**src/rtl/multi_button_debounce_if.sv**
```systemverilog
// Button-debouncer signal bundle: raw pins in, debounced level and event pulses out.
// The master drives the pins (board side); the slave is the debouncer.
interface multi_button_debounce_if #(
  parameter int N_CH = 4
);
  logic [N_CH-1:0] button_i;
  logic [N_CH-1:0] level_o;
  logic [N_CH-1:0] press_o;
  logic [N_CH-1:0] release_o;
  logic [N_CH-1:0] long_o;

  modport master (output button_i, input level_o, press_o, release_o, long_o);
  modport slave  (input button_i, output level_o, press_o, release_o, long_o);
endinterface

```
**src/rtl/multi_button_debounce.sv**
```systemverilog
// N-channel push-button debouncer: 2-flop sync, 4-state filter FSM, registered level/press/release pulses.
// Optional long-press detection is enabled by defining LONG_PRESS_EN; otherwise long_o is tied low.
module multi_button_debounce #(
  parameter int   N_CH          = 4,
  parameter int   FILTER_CYCLES = 500000,
  parameter logic IDLE_LEVEL    = 1'b1,
  parameter int   LONG_CYCLES   = 100000000
) (
  input logic                    clk,
  input logic                    rst,
  multi_button_debounce_if.slave bus
);

  localparam int            CW       = $clog2(FILTER_CYCLES);
  localparam logic [CW-1:0] CNT_LAST = CW'(FILTER_CYCLES - 1);

  typedef enum logic [1:0] {
    S_IDLE,
    S_FILTER_IN,
    S_PRESSED,
    S_FILTER_OUT
  } state_t;

  if (FILTER_CYCLES < 2 || LONG_CYCLES < 2) begin : g_param_check
    $error("FILTER_CYCLES and LONG_CYCLES must both be >= 2");
  end

`ifdef LONG_PRESS_EN
  localparam int            HW        = $clog2(LONG_CYCLES);
  localparam logic [HW-1:0] HOLD_LAST = HW'(LONG_CYCLES - 1);
`endif

  for (genvar g = 0; g < N_CH; g++) begin : g_ch
    logic          r_sync1;
    logic          r_sync2;
    state_t        r_state;
    state_t        w_state_nxt;
    logic [CW-1:0] r_cnt;
    logic [CW-1:0] w_cnt_nxt;
    logic          w_act;
    logic          w_cnt_last;
    logic          w_press;
    logic          w_release;
    logic          r_level;
    logic          r_press;
    logic          r_release;

    always_ff @(posedge clk or posedge rst) begin
      if (rst) begin
        r_sync1 <= IDLE_LEVEL;
        r_sync2 <= IDLE_LEVEL;
      end else begin
        r_sync1 <= bus.button_i[g];
        r_sync2 <= r_sync1;
      end
    end

    assign w_act      = (r_sync2 != IDLE_LEVEL);
    assign w_cnt_last = (r_cnt == CNT_LAST);

    always_ff @(posedge clk or posedge rst) begin
      if (rst) begin
        r_state   <= S_IDLE;
        r_cnt     <= '0;
        r_level   <= 1'b0;
        r_press   <= 1'b0;
        r_release <= 1'b0;
      end else begin
        r_state   <= w_state_nxt;
        r_cnt     <= w_cnt_nxt;
        r_level   <= (w_state_nxt == S_PRESSED) || (w_state_nxt == S_FILTER_OUT);
        r_press   <= w_press;
        r_release <= w_release;
      end
    end

    always_comb begin
      w_state_nxt = r_state;
      w_press     = 1'b0;
      w_release   = 1'b0;
      w_cnt_nxt   = '0;
      case (r_state)
        S_IDLE: begin
          if (w_act) w_state_nxt = S_FILTER_IN;
        end
        S_FILTER_IN: begin
          if (!w_act) begin
            w_state_nxt = S_IDLE;
          end else if (w_cnt_last) begin
            w_state_nxt = S_PRESSED;
            w_press     = 1'b1;
          end
        end
        S_PRESSED: begin
          if (!w_act) w_state_nxt = S_FILTER_OUT;
        end
        S_FILTER_OUT: begin
          if (w_act) begin
            w_state_nxt = S_PRESSED;
          end else if (w_cnt_last) begin
            w_state_nxt = S_IDLE;
            w_release   = 1'b1;
          end
        end
        default: w_state_nxt = S_IDLE;
      endcase
      // The filter counter only runs while sitting in a filter state; any transition restarts it.
      if ((w_state_nxt == r_state) &&
          ((r_state == S_FILTER_IN) || (r_state == S_FILTER_OUT))) begin
        w_cnt_nxt = r_cnt + 1'b1;
      end
    end

    assign bus.level_o[g]   = r_level;
    assign bus.press_o[g]   = r_press;
    assign bus.release_o[g] = r_release;

`ifdef LONG_PRESS_EN
    logic [HW-1:0] r_hold;
    logic          r_long;
    logic          r_long_done;

    // Hold count saturates at HOLD_LAST; r_long_done keeps it to a single pulse per press.
    always_ff @(posedge clk or posedge rst) begin
      if (rst) begin
        r_hold      <= '0;
        r_long      <= 1'b0;
        r_long_done <= 1'b0;
      end else if (r_state == S_IDLE) begin
        r_hold      <= '0;
        r_long      <= 1'b0;
        r_long_done <= 1'b0;
      end else begin
        r_long <= 1'b0;
        if ((r_state == S_PRESSED) && (r_hold != HOLD_LAST)) r_hold <= r_hold + 1'b1;
        if ((r_hold == HOLD_LAST) && !r_long_done) begin
          r_long      <= 1'b1;
          r_long_done <= 1'b1;
        end
      end
    end

    assign bus.long_o[g] = r_long;
`else
    assign bus.long_o[g] = 1'b0;
`endif
  end

endmodule

```
**src/flat_wrapper.sv**
```systemverilog
// flat-port wrapper written by rule: the top's interface ports become plain ports
module multi_button_debounce_flat 
#(
  parameter int   N_CH          = 4,
  parameter int   FILTER_CYCLES = 500000,
  parameter logic IDLE_LEVEL    = 1'b1,
  parameter int   LONG_CYCLES   = 100000000
)
  (clk, rst, bus_button_i, bus_level_o, bus_press_o, bus_release_o, bus_long_o);
  multi_button_debounce_if #(.N_CH(N_CH)) bus_i ();
  input logic clk;
  input logic rst;
  input wire logic [$bits(bus_i.button_i)-1:0] bus_button_i;
  output wire logic [$bits(bus_i.level_o)-1:0] bus_level_o;
  output wire logic [$bits(bus_i.press_o)-1:0] bus_press_o;
  output wire logic [$bits(bus_i.release_o)-1:0] bus_release_o;
  output wire logic [$bits(bus_i.long_o)-1:0] bus_long_o;
  assign bus_i.button_i = bus_button_i;
  assign bus_level_o = bus_i.level_o;
  assign bus_press_o = bus_i.press_o;
  assign bus_release_o = bus_i.release_o;
  assign bus_long_o = bus_i.long_o;
  multi_button_debounce #(.N_CH(N_CH), .FILTER_CYCLES(FILTER_CYCLES), .IDLE_LEVEL(IDLE_LEVEL), .LONG_CYCLES(LONG_CYCLES)) u_core (.clk(clk), .rst(rst), .bus(bus_i));
endmodule
```
**config.mk**
```make
export PLATFORM = sky130hd
export DESIGN_NAME = multi_button_debounce_flat
export DESIGN_NICKNAME = d
export VERILOG_FILES = /design/src/rtl/multi_button_debounce_if.sv /design/src/rtl/multi_button_debounce.sv /design/src/flat_wrapper.sv
export SDC_FILE = /design/constraint.sdc
export NUM_CORES = 1
export LEC_CHECK = 0
export BUFFER_PORTS_ARGS = -buffer_cell sky130_fd_sc_hd__clkbuf_2
export CELL_PAD_IN_SITES_DETAIL_PLACEMENT = 1
export CELL_PAD_IN_SITES_GLOBAL_PLACEMENT = 2
export CORE_MARGIN = 3
export CORE_UTILIZATION = 44
export DETAILED_ROUTE_END_ITERATION = 8
export PLACE_DENSITY = 0.85
export SLEW_MARGIN = 20
export SYNTH_ARGS = -nofsm -noshare
export SYNTH_HDL_FRONTEND = slang
export SYNTH_SLANG_ARGS = --single-unit
```
**constraint.sdc**
```tcl
create_clock -name clk -period 5.4 [get_ports clk]
set_input_delay 0.81 -clock clk [delete_from_list [all_inputs] [get_ports clk]]
set_output_delay 0.81 -clock clk [all_outputs]
set_load 0.1 [all_outputs]
```
# Yosys cells after proc, flatten, opt, wreduce, memory -nomap -nowiden
# Index checks and enable logic that the tools add are counted.
# totals
register_bits,104
latch_bits,0
ram_bits,0
rom_bits,0
in_bits,6
out_inout_bits,16
wordCells,128
n_memories,0
# op_classes
n_addsub,4
n_mul,0
div_mod_pow,0
n_lt_le_gt_ge,0
eq_ne,28
n_shift,0
mux,52
bitwise,0
reduce_logical,16
# op_table
op,n
"19-bit by 1-bit adder with 19-bit output, second input constant",4
"19-bit equality test, second input constant",4
19-bit 2-to-1 mux,4
2-bit 2-to-1 mux,24
"2-bit equality test, second input constant",16
2-bit one-hot mux with 4 select lines,4
1-bit 2-to-1 mux,20
"2-bit by 1-bit equality test with 1-bit output, second input constant",4
2-bit equality test,4
2-bit zero test,4
1-bit logical OR,8
1-bit logical AND,4

# Longest topological paths before layout
# logic_depth
ltp_word,7
ltp_mapped,8
depth_no_buf,5

# Worst setup path after synthesis
# No wires, ideal clock.
# synth_path
path_kind,register to register
from,register u_core.g_ch[0].r_cnt[0]
to,register u_core.g_ch[0].r_cnt[18]
setup_ps,73
arrival_time_ps,1702
required_ps,5327
slack_ps,3625
path_stages_with_launch,6
path_buffers,0
period_less_slack_ps,1775
path_cell_list,dfrtp_1 ha_1 nand3_1 or4_1 or3_1 a21oi_2
# synth_between
elab_chain_cells,7
elab_cells_between_ends,10
classes_between,1 x add/sub; 2 x eq/ne; 6 x mux; 1 x reduce/logical
# synth_lines
item,line_no,source
start: declaration,multi_button_debounce.sv:38,logic [CW-1:0] r_cnt;
start signal: assignment,multi_button_debounce.sv:70,r_cnt <= w_cnt_nxt;
19-bit equality test,multi_button_debounce.sv:59,assign w_cnt_last = (r_cnt == CNT_LAST);
"2-bit 2-to-1 mux, on equally long branches","multi_button_debounce.sv:100, multi_button_debounce.sv:89",
"2-bit 2-to-1 mux, on equally long branches","multi_button_debounce.sv:98, multi_button_debounce.sv:87",
2-bit one-hot mux with 4 select lines,multi_button_debounce.sv:82,case (r_state)
2-bit equality test,multi_button_debounce.sv:108,if ((w_state_nxt == r_state) &&
1-bit logical AND,multi_button_debounce.sv:108,
19-bit 2-to-1 mux *,multi_button_debounce.sv:108,
net u_core.g_ch[0].w_cnt_nxt[18],multi_button_debounce.sv:39,logic [CW-1:0] w_cnt_nxt;
# Mark *: on every way through the listed nets, which the timed path passes. The rest lies on a longest branch.

# Final worst setup path
# layout_path
from,register u_core.g_ch[0].r_cnt[7]
to,register u_core.g_ch[0].r_cnt[10]
# Same word-level chain as after synthesis.

==> impl_results.md <==
* Sequential area share after synthesis at 52.61%
* Clk Latency, worst-skew pair at 0.34 ns
* Final min period at 2.063 ns
* TritonRoute pass-1 iters at 4
* Layout Skew at 0.005618 ns
* Syn Inst Count at 481
* Clock transition at path regs at 0.07 ns
* Most common cell after layout, fill and taps aside: dfrtp_1
* Row count at 38
* Largest net degree at the start of global routing at 59
* DR WL/cell at 15.49 um
* Total CTS buffers at 9
* Grt total ovfl at 0
* Synth async-reset ratio at 100.0%
* Slowest CP cell: a21o_1
* Count of final hold-check violations at 0
* Critical Path RT at 5.60 ns
* Top FF cell, synth: dfrtp_1
* CTS Buffer Depth at 2
* Peak Freq at 484.6 MHz
* Post-synth top area share at 48.37%
* Slew Limit Fails at 0
* CORE AREA at 10940 um2
* Max_cap viols at 0
* # port buffers at 17
* Post-synth EDFFs at 0
* I/O Pins at 22
* Final non-filler cell total at 628
* Detailed-route DRC error count at 0
* Largest stage delay, worst path at 0.57 ns
* Worst rel slew slack at 51.59%
* Critical R2R Launch: u_core.g_ch[0].r_cnt[7]
* Final GP Congestion at 0.7787
* Initial antenna violation count at 0
* Slew @ Worst Pin at 0.7262 ns
* Top cell family by delay on the critical path: simple AND/OR/NAND/NOR gates
* Mapped cell area at 4966 um2
* Post-route ant nets at 0
* Final cycle utilization of the critical path at 38.21%
* Setup tns final at 0 ns
* Post-synth top area cell: dfrtp_1
* Finished Cell Area at 5344 um2
* Count of distinct cell types in the synthesized netlist at 45
* Die width at 112.2 um
* Total wire length at 9.725 mm
* Die area at 12600 um2
* Pwr dens at 274.6 nW/um2
* Area Growth Syn to Fin at 7.609%
* Initial DRC count at 117
* Clock Tree Root: clkbuf_16
* Post-CTS Resized at 0
* HPWL Detailed at 6.527 mm
* Die Span Y at 112.2 um
* RSZ-0062 raised after global routing: false
* Crit-path cells: or4_1 -> nor3_1 -> a21o_1 -> nor2_1
* Vias/cell at 5.441
* Maximum vdd drop at 0.0002942 V
* Ys Warns at 0
* Seq cells post-synth at 104
* CP Launch Point: u_core.g_ch[0].r_cnt[7]
* Final net count at 493
* Sink Count at 104
* TritonCTS clock tree: built
* H-tree Lvls at 3
* Status: completed
* Top cells by area, synth: dfrtp_1 (48%), xnor2_1 (6.5%), nor2_1 (5.3%)
* CP max FO at 19
* First-pass GRT wire length at 17.43 mm
* Placed Area at 5057 um2
* Hold Path Class: reg -> reg
* Critical path capture point type: register
* Ant. Diodes at 0
* Static leakage at 0.002180 uW
* Via Count at 3417
* Avg Inst Size Synth at 10.32 um2
* Hold_buf cts at 0
* Share of cells above drive strength 1 at 11.48%
* Endpoints failing setup at 0
* Most frequent cells in the layout: dfrtp_1 (96), nor2_1 (70), xnor2_1 (37)
* CP startpoint kind: register
* Post-CTS setup buffers at 0
* Vias in the first global route at 3617
* All-Layer GR Usage at 16.77%
* Placed insts at 612
* Worst EP arrival at 2.26 ns
* Crit Path Class: reg -> reg
* Initial core utilization at 45.41%
* Post-layout util at 48.87%
* Hold_sp: u_core.g_ch[2].r_sync1
* WP buf/inv at 0
[worst reg2reg max path: stages, from the launching register on]
cell	delay (ns)
dfrtp_1	0.46
or4_1	0.54
nor3_1	0.22
a21o_1	0.57
nor2_1	0.12
[per-layer routing]
layer / share of wire (%) / track usage (%) / up-vias
met1: 47 / 22.34 / 1737
met5: 0 / 0 / -
met3: 2.7 / 4.636 / 8
met4: 0.90 / 3.846 / 0
li1: - / - / 1645
met2: 49 / 27.49 / 27
[state kept, by name, summed over array words and instances (netlist names)]
signal / flops
u_core.g_ch.r_sync2: 4
u_core.g_ch.r_state: 8
u_core.g_ch.r_release: 4
u_core.g_ch.r_sync1: 4
u_core.g_ch.r_press: 4
u_core.g_ch.r_cnt: 76
u_core.g_ch.r_level: 4
[kinds of logic (layout without fill, tap and decap cells)]
family                     after synthesis  in the layout  synth area share, %
xor gates and xnor gates                56             56                9.877
DFF                                    104            104                52.61
other                                    1              4              0.07551
AOI/OAI and AO/OA                       33             33                4.057
buffers and inverters                   46             50                5.039
and+or+nand+nor                        229            229                25.72
adders and majority gates                4              4                1.008
muxes                                    8              8                1.613
[worst paths after layout]
kind	endpoint	slack, ns	cells past startpoint
worst max-delay path	u_core.g_ch[0].r_cnt[10]	3.34	4
max in group asynchronous	u_core.g_ch[0].r_cnt[16]	3.74	3
worst min-delay path	u_core.g_ch[2].r_sync2	0.36	0
worst min register to register	u_core.g_ch[2].r_sync2	0.36	0
worst max register to register	u_core.g_ch[0].r_cnt[10]	3.34	4
min in group asynchronous	u_core.g_ch[2].r_press	0.53	2
[stage by stage]
step / total power [uW] / hold slack, ns / worst slack, ns
finish: 1467 / 0.3567 / 3.337
global route: 1537 / 0.3654 / 3.171
CTS: 1492 / 0.3585 / 3.309
detailed placement: 858.7 / 0.3487 / 3.269
global placement: 857.3 / 0.3461 / 3.297
floorplan: 850.0 / 0.3452 / 1.871
[report_power, final]
part           internal (uW)  total (uW)  switching, uW
logic                   7.07        47.0           40.0
registers                789         795           6.56
clock network            350         625            275
[final cells by class]
type | count | area (um2)
Clock inverter | 2 | 12.51
Inverter | 16 | 62.56
Timing Repair Buffer | 18 | 92.59
Fill cell | 1260 | 5592
Tap cell | 140 | 175.2
Sequential cell | 104 | 2613
Multi-Input combinational cell | 334 | 2115
Clock buffer | 14 | 274.0
[cells in the mapped netlist (all sizes together) (6+ instances only)]
| cell | n |
|---|---|
| xnor2 | 37 |
| nor4 | 16 |
| mux2i | 8 |
| or3 | 6 |
| nor3 | 11 |
| and3 | 19 |
| dfrtp | 96 |
| inv | 16 |
| nand4 | 17 |
| or4 | 6 |
| dfstp | 8 |
| xor2 | 19 |
| nand3 | 39 |
| nor2 | 70 |
| a21oi | 16 |
| nand2 | 24 |
| buf | 26 |
| o21ai | 6 |
(Power assumes the default switching activity.)
